--- src/rtl/uart_pkg.sv ---
// Shared types for the UART packet receiver: byte FSM states, parity sense, counter sizing.
// The PARITY state is only reachable when UART_PKT_PARITY_EN is defined.
package uart_pkg;

  // BREAK holds off re-arming after a framing error until the line returns high.
  typedef enum logic [2:0] {
    ST_IDLE,
    ST_START,
    ST_DATA,
    ST_PARITY,
    ST_STOP,
    ST_BREAK
  } rx_state_e;

  localparam logic PARITY_EVEN = 1'b0;

  // Width of a counter that must hold values 0..max_val (never narrower than 1 bit).
  function automatic int cnt_width(input int max_val);
    return (max_val < 1) ? 1 : $clog2(max_val + 1);
  endfunction

endpackage

--- src/rtl/uart_byte_rx.sv ---
// Single-frame UART deserialiser: 2-flop synchroniser, oversample counter and byte FSM.
// Define UART_PKT_PARITY_EN to insert an even-parity bit between the data bits and the stop bit.
module uart_byte_rx
  import uart_pkg::*;
#(
  parameter int DATA_BITS  = 8,
  parameter int OVERSAMPLE = 1
) (
  input  logic                 clk_19k2,
  input  logic                 rst_n,
  input  logic                 uart_in,
  output logic [DATA_BITS-1:0] byte_data,
  output logic                 byte_strobe,
  output logic                 byte_ferr,
  output logic                 rx_idle,
  output logic                 start_det
);

  localparam int OS_W  = cnt_width(OVERSAMPLE - 1);
  localparam int BIT_W = cnt_width(DATA_BITS - 1);
  localparam logic [OS_W-1:0]  OS_LAST   = OS_W'(OVERSAMPLE - 1);
  localparam logic [OS_W-1:0]  HALF_LAST = OS_W'((OVERSAMPLE > 1) ? OVERSAMPLE / 2 - 1 : 0);
  localparam logic [BIT_W-1:0] BIT_LAST  = BIT_W'(DATA_BITS - 1);

  logic [1:0]           sync_q;
  logic                 rx_s;
  rx_state_e            state;
  logic [OS_W-1:0]      os_cnt;
  logic [BIT_W-1:0]     bit_cnt;
  logic [DATA_BITS-1:0] shift_q;
  logic                 tick;

  // NOTE: non-blocking assignments in clocked blocks keep every flop sampling the pre-edge value.
  always_ff @(posedge clk_19k2 or negedge rst_n) begin
    if (!rst_n) sync_q <= 2'b11;
    else        sync_q <= {sync_q[0], uart_in};
  end

  assign rx_s      = sync_q[1];
  assign tick      = (os_cnt == OS_LAST);
  assign rx_idle   = (state == ST_IDLE);
  assign start_det = rx_idle && !rx_s;

  always_ff @(posedge clk_19k2 or negedge rst_n) begin
    if (!rst_n) begin
      state       <= ST_IDLE;
      os_cnt      <= '0;
      bit_cnt     <= '0;
      shift_q     <= '0;
      byte_data   <= '0;
      byte_strobe <= 1'b0;
      byte_ferr   <= 1'b0;
    end else begin
      byte_strobe <= 1'b0;
      byte_ferr   <= 1'b0;
      case (state)
        ST_IDLE: begin
          if (!rx_s) begin
            os_cnt  <= '0;
            bit_cnt <= '0;
            // Without oversampling the detecting sample already is the start bit.
            state   <= (OVERSAMPLE == 1) ? ST_DATA : ST_START;
          end
        end
        ST_START: begin
          if (os_cnt == HALF_LAST) begin
            os_cnt <= '0;
            state  <= rx_s ? ST_IDLE : ST_DATA;
          end else begin
            os_cnt <= os_cnt + 1'b1;
          end
        end
        ST_DATA: begin
          if (tick) begin
            os_cnt  <= '0;
            shift_q <= {rx_s, shift_q[DATA_BITS-1:1]};
            if (bit_cnt == BIT_LAST) begin
`ifdef UART_PKT_PARITY_EN
              state <= ST_PARITY;
`else
              state <= ST_STOP;
`endif
            end else begin
              bit_cnt <= bit_cnt + 1'b1;
            end
          end else begin
            os_cnt <= os_cnt + 1'b1;
          end
        end
`ifdef UART_PKT_PARITY_EN
        ST_PARITY: begin
          if (tick) begin
            os_cnt <= '0;
            if (rx_s == (^shift_q ^ PARITY_EVEN)) begin
              state <= ST_STOP;
            end else begin
              byte_ferr <= 1'b1;
              state     <= ST_BREAK;
            end
          end else begin
            os_cnt <= os_cnt + 1'b1;
          end
        end
`endif
        ST_STOP: begin
          if (tick) begin
            os_cnt <= '0;
            if (rx_s) begin
              byte_data   <= shift_q;
              byte_strobe <= 1'b1;
              state       <= ST_IDLE;
            end else begin
              byte_ferr <= 1'b1;
              state     <= ST_BREAK;
            end
          end else begin
            os_cnt <= os_cnt + 1'b1;
          end
        end
        ST_BREAK: begin
          if (rx_s) state <= ST_IDLE;
        end
        default: state <= ST_IDLE;
      endcase
    end
  end

endmodule

--- src/rtl/uart_pkt_rx.sv ---
// UART packet receiver: slots frames into a packet, aborts idle partial packets, valid/ready hand-off.
// Define UART_PKT_PARITY_EN to require an even-parity bit in every frame.
module uart_pkt_rx
  import uart_pkg::*;
#(
  parameter int DATA_BITS    = 8,
  parameter int PKT_BYTES    = 5,
  parameter int OVERSAMPLE   = 1,
  parameter int IDLE_TIMEOUT = 32
) (
  input  logic                           clk_19k2,
  input  logic                           rst_n,
  input  logic                           uart_in,
  output logic [PKT_BYTES*DATA_BITS-1:0] pkt_data,
  output logic                           pkt_valid,
  input  logic                           pkt_ready,
  output logic                           frame_err,
  output logic                           overflow,
  output logic                           timeout,
  output logic                           busy
);

  localparam int PKT_W     = PKT_BYTES * DATA_BITS;
  localparam int IDX_W     = cnt_width(PKT_BYTES - 1);
  localparam int TO_CYCLES = IDLE_TIMEOUT * OVERSAMPLE;
  localparam int TO_W      = cnt_width(TO_CYCLES - 1);
  localparam logic [IDX_W-1:0] IDX_LAST = IDX_W'(PKT_BYTES - 1);
  localparam logic [TO_W-1:0]  TO_LAST  = TO_W'(TO_CYCLES - 1);

  logic [DATA_BITS-1:0] byte_data;
  logic                 byte_strobe;
  logic                 byte_ferr;
  logic                 rx_idle;
  logic                 start_det;
  logic [IDX_W-1:0]     idx;
  logic [TO_W-1:0]      to_cnt;
  logic [PKT_W-1:0]     asm_q;
  logic [PKT_W-1:0]     asm_next;
  logic                 to_run;

  uart_byte_rx #(
    .DATA_BITS  (DATA_BITS),
    .OVERSAMPLE (OVERSAMPLE)
  ) u_byte_rx (
    .clk_19k2    (clk_19k2),
    .rst_n       (rst_n),
    .uart_in     (uart_in),
    .byte_data   (byte_data),
    .byte_strobe (byte_strobe),
    .byte_ferr   (byte_ferr),
    .rx_idle     (rx_idle),
    .start_det   (start_det)
  );

  // NOTE: assigning a default first means every path writes asm_next, so no latch is inferred.
  always_comb begin
    asm_next = asm_q;
    for (int i = 0; i < PKT_BYTES; i++) begin
      if (idx == IDX_W'(i)) asm_next[i*DATA_BITS +: DATA_BITS] = byte_data;
    end
  end

  // NOTE: asm_q has no reset; every slot is rewritten before a packet is released from it.
  always_ff @(posedge clk_19k2) begin
    if (byte_strobe) asm_q <= asm_next;
  end

  // A start detection restarts the idle count, so it always beats a coincident timeout.
  assign to_run = rx_idle && !start_det && (idx != '0);

  always_ff @(posedge clk_19k2 or negedge rst_n) begin
    if (!rst_n) begin
      pkt_data  <= '0;
      pkt_valid <= 1'b0;
      overflow  <= 1'b0;
      timeout   <= 1'b0;
      idx       <= '0;
      to_cnt    <= '0;
    end else begin
      overflow <= 1'b0;
      timeout  <= 1'b0;
      if (pkt_valid && pkt_ready) pkt_valid <= 1'b0;

      if (byte_ferr) begin
        idx    <= '0;
        to_cnt <= '0;
      end else if (byte_strobe) begin
        to_cnt <= '0;
        if (idx == IDX_LAST) begin
          idx <= '0;
          if (!pkt_valid || pkt_ready) begin
            pkt_data  <= asm_next;
            pkt_valid <= 1'b1;
          end else begin
            overflow <= 1'b1;
          end
        end else begin
          idx <= idx + 1'b1;
        end
      end else if (to_run) begin
        if (to_cnt == TO_LAST) begin
          timeout <= 1'b1;
          idx     <= '0;
          to_cnt  <= '0;
        end else begin
          to_cnt <= to_cnt + 1'b1;
        end
      end else begin
        to_cnt <= '0;
      end
    end
  end

  assign frame_err = byte_ferr;
  assign busy      = !rx_idle || (idx != '0);

endmodule

--- config.mk ---
export PLATFORM = sky130hd
export DESIGN_NAME = uart_pkt_rx
export DESIGN_NICKNAME = d
export VERILOG_FILES = /design/src/rtl/uart_pkg.sv /design/src/rtl/uart_byte_rx.sv /design/src/rtl/uart_pkt_rx.sv
export SDC_FILE = /design/constraint.sdc
export NUM_CORES = 1
export LEC_CHECK = 0
export BUFFER_PORTS_ARGS = -buffer_cell sky130_fd_sc_hd__buf_2
export CORE_ASPECT_RATIO = 0.8
export CORE_MARGIN = 2
export CORE_UTILIZATION = 58
export CTS_CLUSTER_SIZE = 16
export DETAILED_ROUTE_END_ITERATION = 10
export PLACE_DENSITY = 0.79
export SYNTH_ARGS = -nofsm -noshare
export SYNTH_HDL_FRONTEND = slang
export SYNTH_SLANG_ARGS = --single-unit
export TNS_END_PERCENT = 20
--- constraint.sdc ---
create_clock -name clk_19k2 -period 3 [get_ports clk_19k2]
set_clock_uncertainty 0.05 [all_clocks]
set_input_delay 0.15 -clock clk_19k2 [delete_from_list [all_inputs] [get_ports clk_19k2]]
set_output_delay 0.15 -clock clk_19k2 [all_outputs]
set_load 0.01 [all_outputs]
* After elaboration in Yosys (flattened, before gate mapping)
Index checks and enable logic that the tools add are counted.
W data, S select, Z words.
** Word-level totals
- Register bits :: 118
- Bits of input ports :: 4
- Logic and storage cells :: 112
** Cells by class
- Mux-type cells :: 49
- Bitwise operators :: 2
- Reductions and logical operators :: 25
- Equal/unequal tests :: 17
- Add/subtract/negate cells :: 4
** Operators by type and width (number)
- $mux W3 :: 15
- $mux W8 :: 5
- $mux W1 :: 21
- $mux W5 :: 4
- $pmux W3 S5 :: 1
- $eq A3 B3 Y1 const B :: 4
- $ne A2 B2 Y1 const B :: 5
- $eq A3 B2 Y1 const B :: 3
- $reduce_bool A3 Y1 :: 3
- $reduce_and A4 Y1 :: 2
- $add A3 B1 Y3 const B :: 2
- $eq A3 B1 Y1 const B :: 2
- $logic_not A3 Y1 :: 2
- $pmux W3 S2 :: 1
- $reduce_and A2 Y1 :: 3
- $reduce_and A6 Y1 :: 1
- $add A5 B1 Y5 const B :: 1
- $eq A5 B5 Y1 const B :: 1
- $logic_and A1 B1 Y1 :: 4
- $logic_not A1 Y1 :: 4
- $ne A2 B1 Y1 const B :: 2
- $reduce_bool A2 Y1 :: 2
- $reduce_and A3 Y1 :: 1
- $reduce_or A3 Y1 :: 1
- other kinds (5) :: 7

* Longest topological paths before layout
Gate-level depths: netlist of the first run.
- Depth in word-level cells :: 8
- Gate-level depth with buffers :: 6

* Hierarchy
Synthesis of the first run repeated with hierarchy kept, for this count alone.
** Unflattened totals
- Cell total of the unflattened synthesis :: 294
- Area, all modules :: 5047.3 um^2
** Modules (own cells, without submodules)
- uart_pkt_rx :: area each 4001.3 um^2, cells each 223, instances 1
- uart_byte_rx :: area each 1046.0 um^2, cells each 71, instances 1

* Worst setup path before layout of the first run
OpenSTA, ideal clock, no wires.
- Kind :: register -> register
- From :: register u_byte_rx.byte_strobe
- To :: register pkt_data[20]
- Setup time :: 0.125 ns
- Path slack :: 0.647 ns
- Arrival time :: 2.178 ns
- Required time :: 2.825 ns
- Cell stages (with the launch flop) :: 5
- Clock period less this slack :: 2.353 ns
- Buffers on the path :: 1
- Path through :: dfrtp_1 > nand4b_2 > nor2b_2 > buf_4 > mux2_2
** On the way
- Longest elaborated chain between the ends :: 1
** Ends and longest elaborated chain
- from (decl) :: line uart_byte_rx.sv:13 : output logic byte_strobe,
- from (signal assigned) :: line uart_byte_rx.sv:51 : byte_strobe <= 1'b0;
- from (signal assigned) :: line uart_byte_rx.sv:54 : byte_strobe <= 1'b0;
- from (signal assigned) :: line uart_byte_rx.sv:110 : byte_strobe <= 1'b1;
- $reduce_and A4 Y1 (no line)
- to (signal assigned) :: line uart_pkt_rx.sv:92 : pkt_data <= asm_next;
- to (decl) :: line uart_pkt_rx.sv:14 : output logic [PKT_BYTES*DATA_BITS-1:0] pkt_data,
Every way passes these cells.
A chain may end at the register's enable or synchronous reset.

* Worst setup path after layout of the first run
- From :: register idx[0]
- To :: register pkt_data[33]
** On the way
- Longest elaborated chain between the ends :: 2
- Elaborated cells between the ends (all ways) :: 3
- Those cells by class :: eq/ne (1); mux (1); reduce/logical (1)
** Ends and longest elaborated chain
- from (decl) :: line uart_pkt_rx.sv:35 : logic [IDX_W-1:0] idx;
- from (signal assigned) :: line uart_pkt_rx.sv:98 : idx <= idx + 1'b1;
- $eq A3 B3 Y1 (*) :: line uart_pkt_rx.sv:59, uart_pkt_rx.sv:89
- $reduce_and A4 Y1 (no line) or $mux W8 (tied branches)
Mark *: on every way between the ends. The rest lies on a longest branch, timed or not.

==> impl_results.md, run 1 <==
* Status: finished, final reports clean
* PD cells at 874 mW/mm²
* Critical Path Source Type: register
* Worst path required time at 3.34 ns
* Layout cell share with drive strength beyond 1 at 46.8%
* Area growth, synth to finish at 20.1%
* Yosys reg bits at 117
* R2R Setup Slk at 0.87 ns
* Die W at 107 µm
* Hold Crit Class: in2reg
* WL/cell at 18.8 µm
* VDD IR max at 0.477 mV
* DRC at 0
* Syn Inst Count at 289
* Largest net degree at the start of global routing at 78
* ANT cells at 0
* Compound-Gate Fraction of Synth Area at 2.02%
* Seq/Total Area, Yosys at 64.0%
* Clk pin slew, worst setup/hold paths at 0.06 ns
* Initial antenna violation count at 0
* Slew Limit Fails at 0
* Iteration-0 DRC Markers at 154
* Simple-Gate Fraction of Synth Area at 5.45%
* # IOs at 49
* Rows at 29
* Core area at 0.00806 mm²
* Nets@finish at 365
* Port Buf Inserts at 48
* Gr usage total at 21.9%
* Drt pass-1 iters at 4
* Max Clk Rate at 469 MHz
* Max Buffers Root-to-Sink at 2
* Hold buffers post-CTS at 3
* Worst-Margin Slew at 0.957 ns
* XOR/XNOR Fraction of Synth Area at 0.358%
* Yosys warns at 0
* Worst-path fanout max at 30
* ANT nets after route at 0
* Vias after detailed routing at 2652
* First-pass GRT wire length at 14.8 mm
* Final wirelength at 8.89 mm
* Post-synth cell types at 37
* Final setup TNS at 0 ns
* Final Wtd Congestion at 0.789
* Largest family of logic cells by synthesized area: multiplexers
* Root Buffer: clkbuf_8
* Slowest stage delay, CP at 0.41 ns
* Dpl hpwl at 5.41 mm
* Crit-path slowest cell: dfrtp_1
* Mux contribution to synthesized area at 23.9%
* Relative slew slack at 36.2%
* Worst setup path class: reg2reg
* Asr flop ratio synth at 65.8%
* Die area at 0.00919 mm²
* Vias per cell at 5.61
* Total gr overflow at 0
* Chip height at 86.1 µm
* Clock Latency Late Sink at 0.51 ns
* Number of synthesized flops with an enable pin at 40
* Post-synthesis cell area at 0.00489 mm²
* Cts bufs inserted at 17
* PostCTS Resize Cnt at 0
* Final hold vios at 0
* Final setup vio count at 0
* Critical Path End Type: register
* Synthesized-area fraction occupied by adder cells at 2.30%
* Fin util at 72.9%
* Crit path DAT at 2.48 ns
* Post-CTS setup buffers at 0
* Vias in the first global route at 2752
* Fin crit share at 71.1%
* CTS sink count at 117
* Post-Syn Nets at 302
* Synthesized area per cell at 16.9 µm²
* Dominant synthesized flop cell: dfrtp_1
* CTS tree: done
* Initial core utilization at 60.7%
* Maximum capacitance violations at 0
* CP cell instances: inv_1 -> ha_1 -> nand4b_2 -> nor2b_4 -> buf_12 -> mux2_2
* Fin crit period at 2.13 ns
* Pleak at 2.79 nW
* Unrepaired setup endpoints after global routing: no
* H-tree Lvls at 4
through the flow:
step	total power [W]	setup slack (ns)	cells	hold slack, ns	instance area, µm²
detailed placement	0.00309	0.876	438	0.206	5230
CTS	0.00517	0.869	473	0.200	5870
global route	0.00536	0.747	473	0.225	5870
finish	0.00513	0.866	473	0.226	5870
global placement	0.00305	0.976	438	0.206	5230
floorplan	0.00285	0.647	289	-0.196	4890
state kept, by name (all words and copies together), names as in the netlist:
signal / count
u_byte_rx.shift_q: 8
overflow: 1
timeout: 1
to_cnt: 5
u_byte_rx.state: 3
u_byte_rx.bit_cnt: 3
u_byte_rx.byte_ferr: 1
u_byte_rx.byte_data: 8
idx: 3
asm_q: 40
pkt_data: 40
u_byte_rx.byte_strobe: 1
pkt_valid: 1
u_byte_rx.sync_q: 2
Yosys cell counts (4+ instances only):
library cell	count	share of area (%)
buf_4	5	0.77
dfrtp_1	75	38
mux2_1	19	4.4
mux2_2	54	12
nor2_1	5	0.38
edfxtp_1	40	25
nor2b_1	6	0.77
a22o_1	5	0.90
nor3_1	4	0.41
ha_1	9	2.3
mux2_4	23	7.1
nand2b_1	4	0.51
final timing paths:
kind	start	to	cells after the start
max	idx[0]	pkt_data[33]	6
min	uart_in	u_byte_rx.sync_q[0]	2
max reg2reg	idx[0]	pkt_data[33]	6
min reg2reg	u_byte_rx.sync_q[0]	u_byte_rx.sync_q[1]	0
max in group asynchronous	rst_n	pkt_data[8]	2
min in group asynchronous	rst_n	pkt_data[38]	2
cell families after synthesis:
family | count (synthesis)
AO/OA/AOI/OAI | 11
XOR/XNOR | 2
adder cells (fa/ha/maj) | 9
buffers and inverters | 14
flip-flops | 117
multiplexers | 96
AND/OR/NAND/NOR | 40
critical path, delay by kind of cell (launching register included):
family / cells / cell delay [ns]
DFF: 1 / 0.41
and+or+nand+nor: 2 / 0.56
buffers and inverters: 2 / 0.36
muxes: 1 / 0.36
adders and majority gates: 1 / 0.25
cell usage in the layout, fill, tap and decap left out, drive strengths merged, types with 2 or more instances in the layout:
master | Yosys | routed
nand2b | 6 | 6
dfrtp | 75 | 75
edfxtp | 40 | 40
nand2 | 3 | 3
a32o | 3 | 3
nor2 | 6 | 6
and3 | 3 | 3
nand3 | 3 | 3
clkbuf | 1 | 19
mux2 | 96 | 96
dlygate4sd3 | 0 | 3
bufinv | 0 | 3
nor3 | 4 | 4
ha | 9 | 9
nor2b | 7 | 7
buf | 10 | 52
a22o | 5 | 5
clkinv | 0 | 4
dfstp | 2 | 2
nor3b | 2 | 2
clkinvlp | 0 | 4
inv | 3 | 5
area by class of cell:
type	count	area [µm²]
Sequential cell	117	3130
Clock buffer	19	442
Multi-Input combinational cell	158	1670
Timing Repair Buffer	55	315
Inverter	3	11.3
Tap cell	108	135
Fill cell	525	2180
Clock inverter	13	173
per-layer routing:
metal | global-route usage [%] | wire length, µm | up-vias
met5 | 0 | 0 | -
met1 | 31.1 | 4110 | 1352
li1 | - | - | 1200
met2 | 31.7 | 4160 | 89
met3 | 7.45 | 516 | 11
met4 | 7.79 | 106 | 0
power breakdown:
part / switching [W] / leakage, nW / internal (W)
clock: 0.000741 / 0.287 / 0.00132
sequential: 0.000213 / 1.39 / 0.00187
combinational: 0.000436 / 1.11 / 0.000557
total: 0.00139 / 2.79 / 0.00374
(Power assumes the default switching activity.)
==> inputs of run 2 (changes only) <==
- CORE_UTILIZATION: 58 -> 53
- PLACE_DENSITY: 0.79 -> 0.76
- clock period: 3 -> 1.9 ns (I/O delays scaled with it)
==> run 2 against run 1 <==
Non-clock buffer count rose by 11. Design area rose by 2.7%. Worst hold slack improved by 0.0021 ns. Final cell count rose by 3.8%. Die area rose by 9.0%. Critical path type unchanged.
==> impl_results.md, run 2 (synthesis gave the netlist of run 1 again) <==
* Iteration-0 DRC Markers at 121 (-21%)
* Vias per cell at 5.48 (-2.3%)
* Uppermost layer routed: met4
* DRC at 0 (unchanged)
* Multi-input logic area at 0.00169 mm² (+1.4%)
* Hold Crit Class: in2async
* Clk pwr share at 37.5% (-2.6 points)
* H-tree Lvls at 4 (unchanged)
* Drt pass-1 iters at 4 (unchanged)
* Biggest regs: asm_q (40), pkt_data (40)
* Crit-path slowest cell: dfrtp_1
* Core area at 0.00900 mm² (+12%)
* Root Buffer: clkbuf_16
* Filler cells at 629 (+20%)
* Clk pin slew, worst setup/hold paths at 0.05 ns (about the same)
* First-pass GRT wire length at 14.8 mm (+0.14%)
* Sequential Area at 0.00313 mm² (+0.12%)
* Cell internal pwr at 0.00590 W (+58%)
* Pleak at 2.87 nW (+2.8%)
* Final wirelength at 9.40 mm (+5.8%)
* Worst setup path class: reg2reg
* ANT cells at 0 (unchanged)
* Critical Path Source Type: register
* Slew Limit Fails at 0 (unchanged)
* Relative slew slack at 54.7% (+18 points)
* Status: finished, final reports clean
* Sw Pwr at 0.00210 W (+51%)
* VDD IR max at 0.935 mV (+96%)
* Largest net degree at the start of global routing at 53 (-32%)
* WL met3 at 411 µm (-20%)
* Port Buf Inserts at 48 (unchanged)
* Worst path required time at 2.14 ns (-1.20 ns)
* Chip height at 89.9 µm (+4.4%)
* Metal-1 WL at 4.42 mm (+7.6%)
* Vias after detailed routing at 2690 (+1.4%)
* Slowest stage delay, CP at 0.43 ns (+0.02 ns)
* # IOs at 49 (unchanged)
* Commonest non-fill, non-tap cell in the layout: dfrtp_1
* CP cell instances: inv_2 -> ha_4 -> nand4b_4 -> nor2b_4 -> buf_12 -> clkbuf_16 -> mux2_2
* Vias in the first global route at 2761 (+0.33%)
* Sequential share of power at 41.6% (+1.1 points)
* Area growth, synth to finish at 23.4%
* Die area at 0.0100 mm² (+9.0%)
* Layout cell share with drive strength beyond 1 at 47.9% (+1.0 points)
* Crit path DAT at 2.07 ns (-0.41 ns)
* PD cells at 1320 mW/mm² (+52%)
* Die W at 111 µm (+4.4%)
* Worst Path Buf+Inv at 3 (+1)
* Fin crit period at 1.84 ns (-0.298 ns)
* CTS sink count at 117 (unchanged)
* Top delay family on crit path: flip-flops
* Critical Path End Type: register
* Logic pwr share at 21.0% (+1.7 points)
* Final setup TNS at 0 ns (unchanged)
* Fin crit share at 96.7% (+26 points)
* Clock Latency Late Sink at 0.41 ns (-0.10 ns)
* Rows at 31 (+6.9%)
* Dpl hpwl at 5.75 mm (+6.3%)
* Worst-path fanout max at 6 (-80%)
* Fin area at 0.00603 mm² (+2.7%)
* Metal2 WL at 4.46 mm (+7.2%)
* Max Clk Rate at 544 MHz (+16%)
* Worst-Margin Slew at 0.680 ns (-0.277 ns)
* R2R Setup Slk at 0.06 ns (-0.80 ns)
* Sw Share at 26.2% (-0.85 points)
* Initial core utilization at 54.3% (-6.4 points)
* ANT nets after route at 0 (unchanged)
* Maximum capacitance violations at 0 (unchanged)
* Final Wtd Congestion at 0.723 (-8.3%)
* Fin util at 67.1% (-5.9 points)
* Placed cell areas at 0.00533 mm² (+2.0%)
* CTS tree: done
* Final hold vios at 0 (unchanged)
* Cts bufs inserted at 17 (unchanged)
* Total gr overflow at 0 (unchanged)
* Initial antenna violation count at 0 (unchanged)
* Gr usage total at 19.5% (-2.4 points)
* Max Buffers Root-to-Sink at 2 (unchanged)
* Nets@finish at 376 (+3.0%)
* Final setup vio count at 0 (unchanged)
* WL/cell at 19.2 µm (+1.9%)
* Unrepaired setup endpoints after global routing: no
* Commonest non-fill, non-tap cells in the layout: 74 x dfrtp_1, 54 x mux2_2, 47 x buf_2
## run 2: cell count changes in the layout (fill, tap and decap cells not counted), moves of 2 or more
cell,previous run,this run
buf_6,0,2
bufinv_16,3,1
clkbuf_16,16,20
clkbuf_1,0,7
inv_2,0,2
buf_12,1,5
buf_4,4,7
inv_6,2,0
clkinv_2,0,3
clkinv_4,4,0
clkinvlp_4,4,0
inv_1,3,1
## run 2: path summary, 6_finish.rpt
check	endpoint	from	cells past startpoint
min	pkt_data[36]	rst_n	2
min in group clk_19k2	u_byte_rx.sync_q[0]	uart_in	2
max in group asynchronous	pkt_valid	rst_n	3
min reg2reg	u_byte_rx.sync_q[1]	u_byte_rx.sync_q[0]	0
max	pkt_data[6]	idx[1]	7
max reg2reg	pkt_data[6]	idx[1]	7
## run 2: power groups by stage
stage	Clock, W	Combinational (W)	Sequential (W)
floorplan	0	0.00133	0.00317
global placement	0	0.00155	0.00333
detailed placement	0	0.00160	0.00335
CTS	0.00305	0.00164	0.00331
global route	0.00318	0.00185	0.00336
finish	0.00300	0.00168	0.00332
## run 2: per-layer routing
layer,up-vias,track usage (%)
met3,9,5.80
met2,73,29.2
met1,1386,26.8
li1,1222,-
met5,-,0
met4,0,8.33
## run 2: area by class of cell
class | count | area share [%]
flip-flops and latches | 117 | 51.9
repair buffers | 66 | 8.13
well taps | 115 | 2.38
clock inverters | 4 | 0.746
inverters | 3 | 0.187
multi-input cells | 158 | 28.0
clock buffers | 28 | 8.58
## run 2: metrics by stage
stage	total power [W]	hold WS [ns]	cells	setup slack, ns
floorplan	0.00450	-0.251	289	0.104
global placement	0.00488	0.122	452	0.0532
detailed placement	0.00495	0.129	452	-0.000837
CTS	0.00800	0.239	487	0.00874
global route	0.00838	0.287	491	0.00475
finish	0.00800	0.228	491	0.0634
## run 2: timing repair
item | in CTS | in global routing
hold buffers | 3 | 0
endpoints found under the setup margin | 15 | 41
endpoints found under the hold margin | 52 | 0
cloned | 0 | 3
pin swaps | 0 | 0
resized for setup | 2 | 5
buffers inserted | 0 | 1
## run 2: worst reg2reg max path, cell delays in order (launching register included)
cell and delay (ns):
dfrtp_1 0.43, inv_2 0.10, ha_4 0.16, nand4b_4 0.14
nor2b_4 0.20, buf_12 0.15, clkbuf_16 0.16, mux2_2 0.33
